`config.mk`:
```
export PLATFORM = sky130hd
export DESIGN_NAME = branch_sequencer_flat
export DESIGN_NICKNAME = d
export VERILOG_FILES = /design/src/rtl/branch_seq_pkg.sv /design/src/rtl/branch_sequencer_if.sv /design/src/rtl/branch_seq_decode.sv /design/src/rtl/branch_sequencer.sv /design/src/flat_wrapper.sv
export SDC_FILE = /design/constraint.sdc
export NUM_CORES = 1
export LEC_CHECK = 0
export CELL_PAD_IN_SITES_DETAIL_PLACEMENT = 0
export CELL_PAD_IN_SITES_GLOBAL_PLACEMENT = 1
export CORE_UTILIZATION = 17
export CTS_BUF_LIST = sky130_fd_sc_hd__clkbuf_16
export CTS_CLUSTER_SIZE = 8
export DETAILED_ROUTE_END_ITERATION = 10
export GPL_ROUTABILITY_DRIVEN = 0
export PLACE_DENSITY = 0.8
export SKIP_CTS_REPAIR_TIMING = 1
export SYNTH_ARGS = -nofsm -noshare
export SYNTH_HDL_FRONTEND = slang
export SYNTH_HIERARCHICAL = 1
export SYNTH_SLANG_ARGS = --single-unit
```
`constraint.sdc`:
```
create_clock -name clock -period 1.6 [get_ports clock]
set_input_delay 0.4 -clock clock [delete_from_list [all_inputs] [get_ports clock]]
set_output_delay 0.4 -clock clock [all_outputs]
set_load 0.01 [all_outputs]
```
`src/rtl/branch_seq_pkg.sv`:
```
// Shared encodings for the branch sequencer: state codes, opcodes, control bundle.
// Latency: n/a (types and constants only).
// Backpressure: n/a.
package branch_seq_pkg;

  typedef enum logic [3:0] {
    RESET_ST = 4'd0,
    T0       = 4'd1,
    T1       = 4'd2,
    T2       = 4'd3,
    T3       = 4'd4,
    T4       = 4'd5,
    T5       = 4'd6,
    T6       = 4'd7,
    HALTED   = 4'd8
  } state_t;

  localparam logic [4:0] BR   = 5'b10010;
  localparam logic [4:0] NOP  = 5'b11010;
  localparam logic [4:0] HALT = 5'b11011;

  typedef struct packed {
    logic pc_out;
    logic mar_in;
    logic inc_pc;
    logic z_in;
    logic zlow_out;
    logic pc_in;
    logic read;
    logic mdr_in;
    logic mdr_out;
    logic ir_in;
    logic gra;
    logic r_out;
    logic con_in;
    logic con_ff_reset;
    logic y_in;
    logic c_out;
    logic add;
    logic halted;
  } ctrl_t;

  function automatic logic [4:0] opcode_of(input logic [31:0] ir);
    return ir[31:27];
  endfunction

endpackage

```
`src/rtl/branch_sequencer_if.sv`:
```
// Sequencer inputs (run, IR, condition, memory done) and the control/debug outputs.
// Latency: n/a (wiring only).
// Backpressure: none; mem_done is the only stall source.
interface branch_sequencer_if;
  logic        run;
  logic [31:0] IR;
  logic        CON_out;
  logic        mem_done;

  logic PCout, MARin, IncPC, Zin, Zlowout, PCin, Read, MDRin, MDRout;
  logic IRin, Gra, Rout, CONin, con_FF_Reset, Yin, Cout, ADD, halted;
  logic [3:0] state;

  modport master (
    output run, IR, CON_out, mem_done,
    input  PCout, MARin, IncPC, Zin, Zlowout, PCin, Read, MDRin, MDRout,
    input  IRin, Gra, Rout, CONin, con_FF_Reset, Yin, Cout, ADD, halted, state
  );

  modport slave (
    input  run, IR, CON_out, mem_done,
    output PCout, MARin, IncPC, Zin, Zlowout, PCin, Read, MDRin, MDRout,
    output IRin, Gra, Rout, CONin, con_FF_Reset, Yin, Cout, ADD, halted, state
  );
endinterface

```
`src/rtl/branch_seq_decode.sv`:
```
// Moore control decode: state (+ opcode in T3, CON_out in T6, first-T1 flag) to control lines.
// Latency: combinational.
// Backpressure: none.
module branch_seq_decode
  import branch_seq_pkg::*;
(
  input  state_t     state,
  input  logic [4:0] opcode,
  input  logic       con_out,
  input  logic       first_t1,
  output ctrl_t      ctrl
);

  always_comb begin
    ctrl = '0;
    case (state)
      T0: begin
        ctrl.pc_out = 1'b1;
        ctrl.mar_in = 1'b1;
        ctrl.inc_pc = 1'b1;
        ctrl.z_in   = 1'b1;
      end
      T1: begin
        ctrl.zlow_out = 1'b1;
        ctrl.read     = 1'b1;
        ctrl.mdr_in   = 1'b1;
        // Latching the incremented PC once keeps long memory waits from re-incrementing it.
        ctrl.pc_in    = first_t1;
      end
      T2: begin
        ctrl.mdr_out      = 1'b1;
        ctrl.ir_in        = 1'b1;
        ctrl.con_ff_reset = 1'b1;
      end
      T3: begin
        if (opcode == BR) begin
          ctrl.gra    = 1'b1;
          ctrl.r_out  = 1'b1;
          ctrl.con_in = 1'b1;
        end
      end
      T4: begin
        ctrl.pc_out = 1'b1;
        ctrl.y_in   = 1'b1;
      end
      T5: begin
        ctrl.c_out = 1'b1;
        ctrl.add   = 1'b1;
        ctrl.z_in  = 1'b1;
      end
      T6: begin
        ctrl.zlow_out = 1'b1;
        ctrl.pc_in    = con_out;
      end
      HALTED: ctrl.halted = 1'b1;
      default: ctrl = '0;
    endcase
  end

endmodule

```
`src/rtl/branch_sequencer.sv`:
```
// Fetch/decode/branch control sequencer: T0-T3 fetch+decode, T4-T6 branch, HALTED park state.
// Latency: NOP 4 cycles, BR 7 cycles, plus one per mem_done-low cycle in T1.
// Backpressure: stalls in T1 until mem_done; restarts from HALTED only on a run rising edge.
module branch_sequencer
  import branch_seq_pkg::*;
(
  input logic               clock,
  input logic               reset,
  branch_sequencer_if.slave bus
);

  state_t     state;
  state_t     state_nxt;
  logic       run_q;
  logic       t1_waited;
  logic [4:0] opcode;
  ctrl_t      ctrl;

  assign opcode = opcode_of(bus.IR);

  always_ff @(posedge clock or posedge reset) begin
    if (reset) begin
      state     <= RESET_ST;
      run_q     <= 1'b0;
      t1_waited <= 1'b0;
    end else begin
      state     <= state_nxt;
      run_q     <= bus.run;
      t1_waited <= (state == T1) && (state_nxt == T1);
    end
  end

  always_comb begin
    state_nxt = state;
    case (state)
      RESET_ST: if (bus.run) state_nxt = T0;
      T0:       state_nxt = T1;
      T1:       if (bus.mem_done) state_nxt = T2;
      T2:       state_nxt = T3;
      T3: begin
        case (opcode)
          BR:      state_nxt = T4;
          HALT:    state_nxt = HALTED;
          default: state_nxt = T0;
        endcase
      end
      T4:       state_nxt = T5;
      T5:       state_nxt = T6;
      T6:       state_nxt = T0;
      // A run level held from before the halt must not restart the sequencer.
      HALTED:   if (bus.run && !run_q) state_nxt = T0;
      default:  state_nxt = RESET_ST;
    endcase
  end

  branch_seq_decode u_decode (
    .state    (state),
    .opcode   (opcode),
    .con_out  (bus.CON_out),
    .first_t1 (!t1_waited),
    .ctrl     (ctrl)
  );

  assign bus.state        = state;
  assign bus.PCout        = ctrl.pc_out;
  assign bus.MARin        = ctrl.mar_in;
  assign bus.IncPC        = ctrl.inc_pc;
  assign bus.Zin          = ctrl.z_in;
  assign bus.Zlowout      = ctrl.zlow_out;
  assign bus.PCin         = ctrl.pc_in;
  assign bus.Read         = ctrl.read;
  assign bus.MDRin        = ctrl.mdr_in;
  assign bus.MDRout       = ctrl.mdr_out;
  assign bus.IRin         = ctrl.ir_in;
  assign bus.Gra          = ctrl.gra;
  assign bus.Rout         = ctrl.r_out;
  assign bus.CONin        = ctrl.con_in;
  assign bus.con_FF_Reset = ctrl.con_ff_reset;
  assign bus.Yin          = ctrl.y_in;
  assign bus.Cout         = ctrl.c_out;
  assign bus.ADD          = ctrl.add;
  assign bus.halted       = ctrl.halted;

endmodule

```
`src/flat_wrapper.sv`:
```
// flat-port wrapper written by rule: the top's interface ports become plain ports
module branch_sequencer_flat import branch_seq_pkg::*;
  (clock, reset, bus_run, bus_IR, bus_CON_out, bus_mem_done, bus_PCout, bus_MARin, bus_IncPC, bus_Zin, bus_Zlowout, bus_PCin, bus_Read, bus_MDRin, bus_MDRout, bus_IRin, bus_Gra, bus_Rout, bus_CONin, bus_con_FF_Reset, bus_Yin, bus_Cout, bus_ADD, bus_halted, bus_state);
  branch_sequencer_if bus_i ();
  input logic clock;
  input logic reset;
  input wire logic [$bits(bus_i.run)-1:0] bus_run;
  input wire logic [$bits(bus_i.IR)-1:0] bus_IR;
  input wire logic [$bits(bus_i.CON_out)-1:0] bus_CON_out;
  input wire logic [$bits(bus_i.mem_done)-1:0] bus_mem_done;
  output wire logic [$bits(bus_i.PCout)-1:0] bus_PCout;
  output wire logic [$bits(bus_i.MARin)-1:0] bus_MARin;
  output wire logic [$bits(bus_i.IncPC)-1:0] bus_IncPC;
  output wire logic [$bits(bus_i.Zin)-1:0] bus_Zin;
  output wire logic [$bits(bus_i.Zlowout)-1:0] bus_Zlowout;
  output wire logic [$bits(bus_i.PCin)-1:0] bus_PCin;
  output wire logic [$bits(bus_i.Read)-1:0] bus_Read;
  output wire logic [$bits(bus_i.MDRin)-1:0] bus_MDRin;
  output wire logic [$bits(bus_i.MDRout)-1:0] bus_MDRout;
  output wire logic [$bits(bus_i.IRin)-1:0] bus_IRin;
  output wire logic [$bits(bus_i.Gra)-1:0] bus_Gra;
  output wire logic [$bits(bus_i.Rout)-1:0] bus_Rout;
  output wire logic [$bits(bus_i.CONin)-1:0] bus_CONin;
  output wire logic [$bits(bus_i.con_FF_Reset)-1:0] bus_con_FF_Reset;
  output wire logic [$bits(bus_i.Yin)-1:0] bus_Yin;
  output wire logic [$bits(bus_i.Cout)-1:0] bus_Cout;
  output wire logic [$bits(bus_i.ADD)-1:0] bus_ADD;
  output wire logic [$bits(bus_i.halted)-1:0] bus_halted;
  output wire logic [$bits(bus_i.state)-1:0] bus_state;
  assign bus_i.run = bus_run;
  assign bus_i.IR = bus_IR;
  assign bus_i.CON_out = bus_CON_out;
  assign bus_i.mem_done = bus_mem_done;
  assign bus_PCout = bus_i.PCout;
  assign bus_MARin = bus_i.MARin;
  assign bus_IncPC = bus_i.IncPC;
  assign bus_Zin = bus_i.Zin;
  assign bus_Zlowout = bus_i.Zlowout;
  assign bus_PCin = bus_i.PCin;
  assign bus_Read = bus_i.Read;
  assign bus_MDRin = bus_i.MDRin;
  assign bus_MDRout = bus_i.MDRout;
  assign bus_IRin = bus_i.IRin;
  assign bus_Gra = bus_i.Gra;
  assign bus_Rout = bus_i.Rout;
  assign bus_CONin = bus_i.CONin;
  assign bus_con_FF_Reset = bus_i.con_FF_Reset;
  assign bus_Yin = bus_i.Yin;
  assign bus_Cout = bus_i.Cout;
  assign bus_ADD = bus_i.ADD;
  assign bus_halted = bus_i.halted;
  assign bus_state = bus_i.state;
  branch_sequencer u_core (.clock(clock), .reset(reset), .bus(bus_i));
endmodule
```
# After elaboration in Yosys (flattened, before gate mapping)
# Cells that the tools add are included.
[word_totals]
input_bits = 37
wordCells = 38
ff_bits = 6
output_inout_bits = 22
[classes]
n_mux = 17
n_eq_ne = 11
n_reduce_logical = 7
[op_table]
columns = ["op", "n"]
rows = [
  ["4-bit one-hot mux with 9 select lines", 1],
  ["4-bit by 3-bit equality test with 1-bit output (second input constant)", 4],
  ["4-bit by 2-bit equality test with 1-bit output (second input constant)", 3],
  ["4-bit two-way mux", 3],
  ["5-bit equality test (second input constant)", 2],
  ["2-bit two-way mux", 4],
  ["4-bit one-hot mux with 2 select lines", 1],
  ["3-bit two-way mux", 2],
  ["1-bit two-way mux", 5],
  ["4-bit by 1-bit equality test with 1-bit output (second input constant)", 1],
  ["4-bit equality test (second input constant)", 1],
  ["4-bit zero test", 1],
  ["2-bit one-hot mux with 2 select lines", 1],
  ["2-bit OR reduction", 2],
  ["1-bit logical AND", 2],
  ["1-bit zero test", 2],
]

# Longest topological paths before layout
# Gate-level depths: netlist (run 1).
[depth]
ltp_word = 6
mapped_depth = 4
mapped_depth_nobuf = 3

# Cells and area by module
# Netlist (run 1), hierarchy kept.
[by_module_without_submodules]
columns = ["module", "cells_each", "seq_area_each_um2", "n_inst", "area_per_inst_um2"]
rows = [
  ["branch_sequencer", 32, 150.1, 1, 310.3],
  ["branch_seq_decode", 29, 0.0, 1, 216.5],
]

# Worst setup path after synthesis (run 1)
# No wires, ideal clock.
[synth_timing]
kind = "register -> output"
startpoint = "reg u_core.state[0] (netlist: u_core/bus.state[0])"
endpoint = "out bus_MARin"
path_buffers = 2
required_time_ns = 1.200
t_arrival_ns = 1.389
stages_incl_launch_ff = 5
slack_ns = -0.189
cell_sequence = "dfrtp_1 -> buf_6 -> nor3b_2 -> nor2b_1 -> buf_4"
[synth_between]
elab_chain_len = 2
[synth_lines]
columns = ["item", "line", "rtl"]
rows = [
  ["start: declaration", "branch_sequencer.sv:12", "state_t state;"],
  ["start signal: assignment", "branch_sequencer.sv:27", "state <= state_nxt;"],
  ["4-bit by 1-bit equality test with 1-bit output", "branch_seq_decode.sv:16", "case (state)"],
  ["2-bit two-way mux", "branch_seq_decode.sv:16", ""],
  ["end: declaration", "flat_wrapper.sv:12", "output wire logic [$bits(bus_i.MARin)-1:0] bus_MARin;"],
]
# No other way between the ends.

# Worst setup path in the final report (run 1)
[layout_timing]
startpoint = "reg u_core.state[0] (netlist: u_core/bus.state[0])"
endpoint = "out bus_Zin"
[layout_between]
elab_chain_len = 3
elab_cells_between_ends = 4
cone_classes = "2 x eq/ne; 1 x mux; 1 x reduce/logical"
[layout_lines]
columns = ["item", "line", "rtl"]
rows = [
  ["4-bit by 1-bit equality test with 1-bit output or 4-bit by 3-bit equality test with 1-bit output (tied branches)", "branch_seq_decode.sv:16", ""],
  ["2-bit OR reduction (no line) *", "-", ""],
  ["1-bit two-way mux *", "branch_seq_decode.sv:16", ""],
  ["end: declaration", "flat_wrapper.sv:14", "output wire logic [$bits(bus_i.Zin)-1:0] bus_Zin;"],
]
# Every way passes the cells marked *; elsewhere a longest branch is shown, timed or not.

==> run summary, run 1 <==
Crit path from: u_core/bus.state[0]
Worst hold path type: in -> async
Drt first pass iters: 7
Chip height: 57.67 um
Dpl cells: 129
M3 GR Usage: 2.009%
Register area: 153.9 sq um
Worst-margin pin slew: 0.3019 ns
Nets: 145
Root buffer selected by CTS: clkbuf_16
Post-layout min period: 1.723 ns
Routed Antenna Nets: 0
Post-route setup slack: -0.1228 ns
WL final: 1578 um
Die area: 3325 sq um
Count of buffers from port buffering: 31
Worst reg2reg startpoint: u_core/bus.state[0]
Synth warn: 6
Slowest CP cell: dfrtp_2
Met2 GRT Util: 16.78%
Vias after detailed routing: 609
Final period utilization: 107.7%
Ports: 59
Post-DP HPWL: 1185 um
Most frequent cells in the layout: buf_4, buf_2, clkdlybuf4s50_1, dlymetal6s2s_1
Initial antenna violation count: 0
Post-route setup TNS: -0.8510 ns
CP Max Fanout: 8
Overflow after GRT: 0
Clock latency at the later pin of the worst-skew pair: 0.22 ns
Met1 Use GR: 11.22%
Cell Area, Synth: 526.8 sq um
Critical Path RT: 1.20 ns
Htree depth: 1
Flop-to-flop setup slack: -0.02 ns
#FFs+latches synth: 6
Die Wd: 57.67 um
Final std cells w/o fill: 137
Final hold viol count: 0
PwrDens: 1782 nW/um^2
Sequential cell area fraction in the yosys report: 28.50%
Worst Clk Skew: 0.001323 ns
Status: complete, but fails checks
Vias in the first global route: 557
Cell chain of the critical path: or3b_1, a21oi_1, buf_2
Number of unique standard cell types used by synthesis: 29
Routed length per placed instance: 11.52 um
Syn nets: 98
# diodes: 0
CTS tree: yes
Peak VDD IR: 0.4191 mV
Inserted Clock Buffers: 3
Max clock buf depth: 2
First-pass GRT wire length: 2456 um
Critical Path End: bus_Zin
Clk slew on worst S/H paths: 0.03 ns
Total clock sinks: 6
Failing checks: design-rule violations, negative setup slack
Post-route cell area: 1037 sq um
WP data arrival: 1.32 ns
GR Util All Layers: 9.958%
Post-placement cell area: 939.7 sq um
Gr busiest metal: met2
Slowest stage delay, CP: 0.43 ns
Largest net degree at the start of global routing: 10
Max Freq: 0.5804 GHz
Nature of the critical path endpoint: output pin
Mapped Cells: 61
DR vias/cell: 4.445
Setup violations, final: 14
Starting Density: 18.46%
DRC viols: 5
R2R depth: 5
WS Path Type: reg -> out
Leakage dissipation: 0.5707 nW
RR Endpoint: u_core/bus.state[3]
Average size of a mapped cell: 8.635 sq um
Ratio of cells with drive above 1 in the final layout: 50.94%
Core ar.: 2853 sq um
Area of the multi-input gates: 357.8 sq um
Most common cell after layout, fill and taps aside: buf_4
Worst setup SP type: flip-flop
Rel. slew slack: 79.69%
Iteration-0 DRC count of the detailed router: 12
Fill cells: 313
Max_cap viols: 0
RSZ-0062 raised after global routing: yes
Area Growth Syn to Fin: 96.91%
Slew Viols, Final: 0
Row count: 19
## sequential cells by signal (all words and copies together) (netlist names)
name	cells
u_core/t1_waited	1
u_core/run_q	1
u_core/bus.state	4
## Yosys cell counts
cell type	count	area share, %
or3b_1	2	3.3
and2_1	1	1.2
and4bb_1	1	2.4
buf_4	7	10
nor2_1	6	4.3
o31ai_1	1	1.4
nand3_1	5	4.7
nand3b_1	1	1.4
xnor2_1	1	1.7
or2_4	1	1.7
and4_1	1	1.7
nor3b_1	2	2.8
nor2b_1	3	3.6
or4b_1	1	1.9
nor3_1	2	1.9
nand2_1	1	0.71
nor3b_2	1	2.4
inv_1	2	1.4
nor4_1	1	1.2
and3b_1	2	3.3
nand2b_1	2	2.4
and2b_4	1	1.9
dfrtp_1	6	29
a311o_1	1	1.9
buf_6	2	4.3
xor2_1	1	1.7
a21oi_1	3	2.8
o21ai_0	2	1.9
nor4b_1	1	1.7
## where the power goes
group | internal (mW) | switching, mW | total [mW]
logic | 0.650 | 0.543 | 1.19
clock network | 0.320 | 0.0752 | 0.395
registers | 0.205 | 0.0558 | 0.260
total | 1.17 | 0.674 | 1.85
## worst max-delay path, delay by kind of cell, from the launching register on
family / cells / cell delay [ns]
AOI/OAI and AO/OA: 1 / 0.14
buffers and inverters: 1 / 0.15
DFF: 1 / 0.43
and+or+nand+nor: 1 / 0.38
## area by class of cell
cell class              instances  share of cell area (%)
repair buffers                 51                   38.96
multi-input cells              44                   34.50
flip-flops and latches          6                   14.84
clock buffers                   3                   7.238
well taps                      31                   3.739
inverters                       2                  0.7238
## through the flow
| step | hold WS (ns) | setup slack (ns) | power [mW] | util (%) |
|---|---|---|---|---|
| 4_1_cts | 0.4065 | -0.6558 | 1.794 | 35.57 |
| 2_1_floorplan | 0.1908 | -0.05306 | 0.8632 | - |
| 6_report | 0.3896 | -0.1228 | 1.849 | 36.36 |
| 5_1_grt | 0.4286 | -0.1848 | 1.971 | 36.36 |
| 3_3_place_gp | 0.5714 | -0.6440 | 1.367 | 32.94 |
| 3_5_place_dp | 0.5750 | -0.6558 | 1.394 | 32.94 |
## kinds of logic (layout without fill, tap and decap cells)
group | after synthesis | after routing | share of synthesized area [%]
xor gates and xnor gates | 2 | 2 | 3.326
buffers and inverters | 11 | 56 | 15.68
DFF | 6 | 6 | 28.50
AOI/OAI and AO/OA | 7 | 7 | 8.076
and+or+nand+nor | 35 | 35 | 44.42
## worst min path at each step
| stage | startpoint | endpoint | cells after the start |
|---|---|---|---|
| finish | reset | u_core/t1_waited | 2 |
| global route | reset | u_core/t1_waited | 2 |
| floorplan | reset | u_core/bus.state[2] | 1 |
| CTS | reset | u_core/t1_waited | 2 |
| detailed placement | u_core/run_q | u_core/bus.state[0] | 3 |
| global placement | u_core/run_q | u_core/bus.state[0] | 3 |
## layer usage
metal	up-vias	part of all wire, %
met4	0	2.9
li1	300	-
met5	-	0
met3	5	9.2
met1	275	39
met2	29	48
Power figures use the tool's default switching activity.
==> run 2, diff against run 1 <==
Settings changed: CORE_ASPECT_RATIO from default to 0.75, CORE_UTILIZATION 17 to 15, PLACE_DENSITY 0.8 to 0.78, SYNTH_HIERARCHICAL 1 to default.
==> run 2 against run 1 <==
Against the previous run: the flow finishes with violations (negative setup slack); flip-flop and latch count unchanged; first-iteration DRC count down 67%; die area up 3.6%; setup slack worse by 0.15 ns; maximum frequency down 8.0%; non-clock buffer count up 4; cell count up 6.6%; critical endpoint is now bus_Rout.
==> run summary, run 2 <==
Leakage dissipation: 0.5920 nW
Nets: 146
Routed Antenna Nets: 0
Worst setup SP type: flip-flop
Most frequent cells in the layout: buf_4, buf_2, buf_6, dlymetal6s2s_1, clkdlybuf4s50_1
Chip height: 51.08 um
First-pass GRT wire length: 2290 um
Largest family of logic cells by synthesized area: simple AND/OR/NAND/NOR gates
WS Path Type: reg -> out
Number of unique standard cell types used by synthesis: 27
Sequential cell area fraction in the yosys report: 31.17%
Cell Int Power: 1.309 mW
Syn nets: 98
NetSw: 0.7264 mW
Mapped Cells: 61
CP Max Fanout: 3
Clock latency at the later pin of the worst-skew pair: 0.23 ns
Average size of a mapped cell: 7.897 sq um
Critical Path End: bus_Rout
Setup violations, final: 20
Fill cells: 308
CTS tree: yes
RR Endpoint: u_core.t1_waited
Mux cell area share after synthesis: 0%
Count of buffers from port buffering: 31
Drt first pass iters: 4
Simple-Gate Fraction of Synth Area: 36.36%
Max Freq: 0.5343 GHz
Synth Area in Compound Gates: 12.73%
Post-route setup TNS: -2.093 ns
Async set-reset flop share out of synthesis: 100.0%
Post-synth top cells: buf_4, dfrtp_1, nor2_1
Failing checks: negative setup slack
Row count: 17
Die area: 3444 sq um
Largest net degree at the start of global routing: 8
Most common cell in the synthesized netlist: buf_4
Largest register FFs: 4
WL met3: 98 um
Post-layout min period: 1.872 ns
Met1 WL: 663 um
RSZ-0062 raised after global routing: yes
Sequential share of power: 13.6%
DRC viols: 0
Reg with most FFs: u_core.bus.state
DR vias/cell: 4.103
Crit path from: u_core.bus.state[1]
Vias after detailed routing: 599
Iteration-0 DRC count of the detailed router: 4
Ranking of synthesized cells by area: dfrtp_1, buf_4, nor3b_1
Cell Area, Synth: 481.7 sq um
Post-synth EDFFs: 0
Max clock buf depth: 2
Status: complete, but fails checks
PwrDens: 1776 nW/um^2
Peak VDD IR: 0.4916 mV
Slew Viols, Final: 0
Root buffer selected by CTS: clkbuf_16
Final period utilization: 117.0%
Routed length per placed instance: 10.84 um
GR Util All Layers: 9.006%
Rel. slew slack: 82.61%
Top flop regs: u_core.bus.state: 4 flops, u_core.run_q: 1 flops, u_core.t1_waited: 1 flops
Core ar.: 2999 sq um
Worst hold path type: in -> async
Critical Path RT: 1.20 ns
Final hold viol count: 0
Starting Density: 16.06%
Clk slew on worst S/H paths: 0.04 ns
Top FF cell, synth: dfrtp_1
R2R depth: 6
Die Wd: 67.44 um
Met2 routed WL: 821 um
Worst-margin pin slew: 0.2593 ns
Worst Clk Skew: 0.006074 ns
Setup WS pre-CTS: -0.8340 ns
Worst reg2reg startpoint: u_core.bus.state[1]
Synth warn: 0
Clock Power Share: 20.3%
Switching part of the total: 35.69%
Most common cell after layout, fill and taps aside: buf_4
Post-Synth Adder-Cell Area: 0%
Overflow after GRT: 0
Ratio of cells with drive above 1 in the final layout: 60.19%
#FFs+latches synth: 6
WL final: 1583 um
Nature of the critical path endpoint: output pin
Htree depth: 1
Post-route setup slack: -0.2716 ns
Gate power share: 66.0%
Ports: 59
Vias in the first global route: 508
Synth area leader: dfrtp_1
WP data arrival: 1.47 ns
Max_cap viols: 0
XOR/XNOR Fraction of Synth Area: 3.636%
Total clock sinks: 6
# diodes: 0
Post-DP HPWL: 1171 um
Area Growth Syn to Fin: 137.9%
Top Metal Used: met3
Inserted Clock Buffers: 3
Synth top area share: 31.17%
Initial antenna violation count: 0
Flop-to-flop setup slack: -0.16 ns
run 2: how the worst min path moves through the flow:
| stage | end | slack, ns | depth (start not counted) |
|---|---|---|---|
| 2_1_floorplan | u_core.bus.state[0] | 0.19 | 1 |
| 3_3_place_gp | u_core.bus.state[0] | 0.55 | 3 |
| 3_5_place_dp | u_core.bus.state[0] | 0.56 | 3 |
| 4_1_cts | u_core.t1_waited | 0.40 | 2 |
| 5_1_grt | u_core.t1_waited | 0.42 | 2 |
| 6_report | u_core.t1_waited | 0.39 | 2 |
run 2: power by group through the flow:
stage	logic, mW	registers, mW	clock network, mW
final	1.34	0.278	0.414
after global routing	1.47	0.286	0.432
after CTS	1.23	0.286	0.419
after detailed placement	1.22	0.286	0
after global placement	1.21	0.283	0
after floorplan	0.692	0.259	0
run 2: critical path, cell delays in order (launching register included):
cell and delay [ns]:
dfrtp_2 0.43, buf_6 0.13, buf_6 0.11, nor4b_4 0.22, nor2b_4 0.23, buf_6 0.12
run 2: cell type report:
class	count	area, sq um	area share (%)
well taps	38	47.55	4.148
inverters	1	3.754	0.3275
clock inverters	1	3.754	0.3275
clock buffers	3	75.07	6.550
flip-flops and latches	6	155.1	13.54
repair buffers	55	493.0	43.01
multi-input cells	42	367.9	32.10
run 2: per-stage QoR:
| step | cells | area [sq um] | util, % | power [mW] | hold slack [ns] |
|---|---|---|---|---|---|
| floorplan | 61 | 585.6 | - | 0.9511 | 0.1909 |
| detailed placement | 135 | 988.4 | 32.96 | 1.508 | 0.5593 |
| CTS | 139 | 1067 | 35.59 | 1.932 | 0.4028 |
| global placement | 135 | 988.4 | 32.96 | 1.491 | 0.5455 |
| global route | 146 | 1146 | 38.21 | 2.187 | 0.4212 |
| finish | 146 | 1146 | 38.21 | 2.035 | 0.3934 |
run 2: logic make-up (layout without fill, tap and decap cells):
logic type | count (synthesis) | after routing
buffers and inverters | 13 | 60
xor gates and xnor gates | 2 | 2
and+or+nand+nor | 31 | 31
AOI/OAI and AO/OA | 9 | 9
DFF | 6 | 6
run 2: routing by layer:
layer	up-vias	track usage, %
met4	0	2.128
li1	295	-
met3	0	2.902
met5	-	0
met1	278	10.86
met2	26	15.33
==> run 3, diff against run 2 <==
Settings changed: PLACE_DENSITY 0.78 to 0.88.
==> run 3 against run 2 <==
Against the previous run: die area unchanged; sequential power decreased by 5%; largest power group unchanged; the flow still finishes with violations (negative setup slack); flip-flop and latch count unchanged; via count increased by 0.67%; critical path depth decreased by 1; critical endpoint unchanged; global-route usage increased by 0.47 points; clock skew about the same; critical path type unchanged.
==> run summary, run 3 (synthesis results as in run 2) <==
Status: complete, but fails checks
Failing checks: negative setup slack
Fill cells: 295
Met1 Use GR: 11.53%
Clk slew on worst S/H paths: 0.04 ns
Die Wd: 67.44 um
Die area: 3444 sq um
Most frequent cells in the layout: buf_4, buf_6, buf_2, dlymetal6s2s_1, clkdlybuf4s50_1
Overflow after GRT: 0
Vias after detailed routing: 603
Core ar.: 2999 sq um
WS Path Type: reg -> out
Starting Density: 16.06%
Peak VDD IR: 0.4061 mV
Flop-to-flop setup slack: -0.12 ns
Chip height: 51.08 um
First-pass GRT wire length: 2401 um
Most common cell after layout, fill and taps aside: buf_4
Max_cap viols: 0
Slew Viols, Final: 0
Post-route cell area: 1179 sq um
CP Max Fanout: 5
Final std cells w/o fill: 150
Post-DP HPWL: 1225 um
Post-layout min period: 1.855 ns
Drt first pass iters: 4
Dpl cells: 133
DRC viols: 0
Worst setup SP type: flip-flop
Count of buffers from port buffering: 31
Inserted Clock Buffers: 3
# diodes: 0
Reg with most FFs: u_core.bus.state
Max Freq: 0.5390 GHz
Initial antenna violation count: 0
Nets: 150
Setup WS pre-CTS: -0.8365 ns
Iteration-0 DRC count of the detailed router: 23
GR Util All Layers: 9.475%
WL final: 1725 um
M3 GR Usage: 2.902%
Rel. slew slack: 83.17%
Worst hold path type: in -> async
Worst reg2reg startpoint: u_core.bus.state[2]
Vias in the first global route: 530
Largest net degree at the start of global routing: 9
RSZ-0062 raised after global routing: yes
Post-route setup slack: -0.2553 ns
Max clock buf depth: 2
Routed Antenna Nets: 0
R2R depth: 6
CTS tree: yes
Worst-margin pin slew: 0.2509 ns
WP data arrival: 1.46 ns
Gr busiest metal: met2
Nature of the critical path endpoint: output pin
Leakage dissipation: 0.5994 nW
Setup violations, final: 21
PwrDens: 1713 nW/um^2
Critical Path RT: 1.20 ns
Final hold viol count: 0
Final period utilization: 116.0%
Worst Clk Skew: 0.006323 ns
RR Endpoint: u_core.t1_waited
Total clock sinks: 6
Met2 GRT Util: 16.17%
Clock latency at the later pin of the worst-skew pair: 0.23 ns
Row count: 17
Ports: 59
Largest register FFs: 4
Root buffer selected by CTS: clkbuf_16
Top flop regs: u_core.bus.state: 4 flops, u_core.run_q: 1 flops, u_core.t1_waited: 1 flops
Htree depth: 1
Post-placement cell area: 960.9 sq um
Crit path from: u_core.bus.state[3]
Area Growth Syn to Fin: 144.7%
DR vias/cell: 4.020
Routed length per placed instance: 11.50 um
Ratio of cells with drive above 1 in the final layout: 63.39%
==> run 3: area by class of cell <==
| class | count | area [sq um] | share of cell area [%] |
|---|---|---|---|
| timing repair buffer | 59 | 525.5 | 44.59 |
| multi-input combinational | 42 | 367.9 | 31.21 |
| sequential | 6 | 155.1 | 13.16 |
| clock buffer | 3 | 75.07 | 6.369 |
| tap | 38 | 47.55 | 4.034 |
| clock inverter | 1 | 3.754 | 0.3185 |
| inverter | 1 | 3.754 | 0.3185 |
==> run 3: per-stage QoR <==
stage / power [mW] / setup TNS, ns / utilization [%] / hold slack (ns)
2_1_floorplan: 0.9511 / -0.001844 / - / 0.1909
3_3_place_gp: 1.400 / -6.516 / 32.04 / 0.5479
3_5_place_dp: 1.422 / -7.218 / 32.04 / 0.5831
4_1_cts: 1.847 / -11.22 / 34.67 / 0.3911
5_1_grt: 2.169 / -4.374 / 39.30 / 0.4150
6_report: 2.019 / -3.046 / 39.30 / 0.3836
==> run 3: worst max-delay path by stage <==
stage	endpoint	slack, ns	cells after the start
after floorplan	bus_Gra	-0.0009	4
after global placement	bus_Rout	-0.77	5
after detailed placement	bus_Rout	-0.84	5
after CTS	bus_Rout	-0.84	5
after global routing	bus_CONin	-0.32	4
final	bus_Rout	-0.26	4
==> run 3: worst max-delay path, cell delays in order, from the launching register on <==
cell and delay (ns):
dfrtp_2 0.45, buf_6 0.14, nor4b_4 0.28, nor2b_4 0.24, buf_6 0.12
==> run 3: metal layers <==
metal  vias up  part of all wire [%]
met5         -                     0
met4         0                     0
met3         0                   7.3
met2        24                    53
met1       278                    40
li1        301                     -
==> run 3: power breakdown <==
| group | switching (mW) | internal [mW] |
|---|---|---|
| combinational | 0.573 | 0.767 |
| clock | 0.0908 | 0.325 |
| sequential | 0.0601 | 0.204 |
| total | 0.723 | 1.30 |
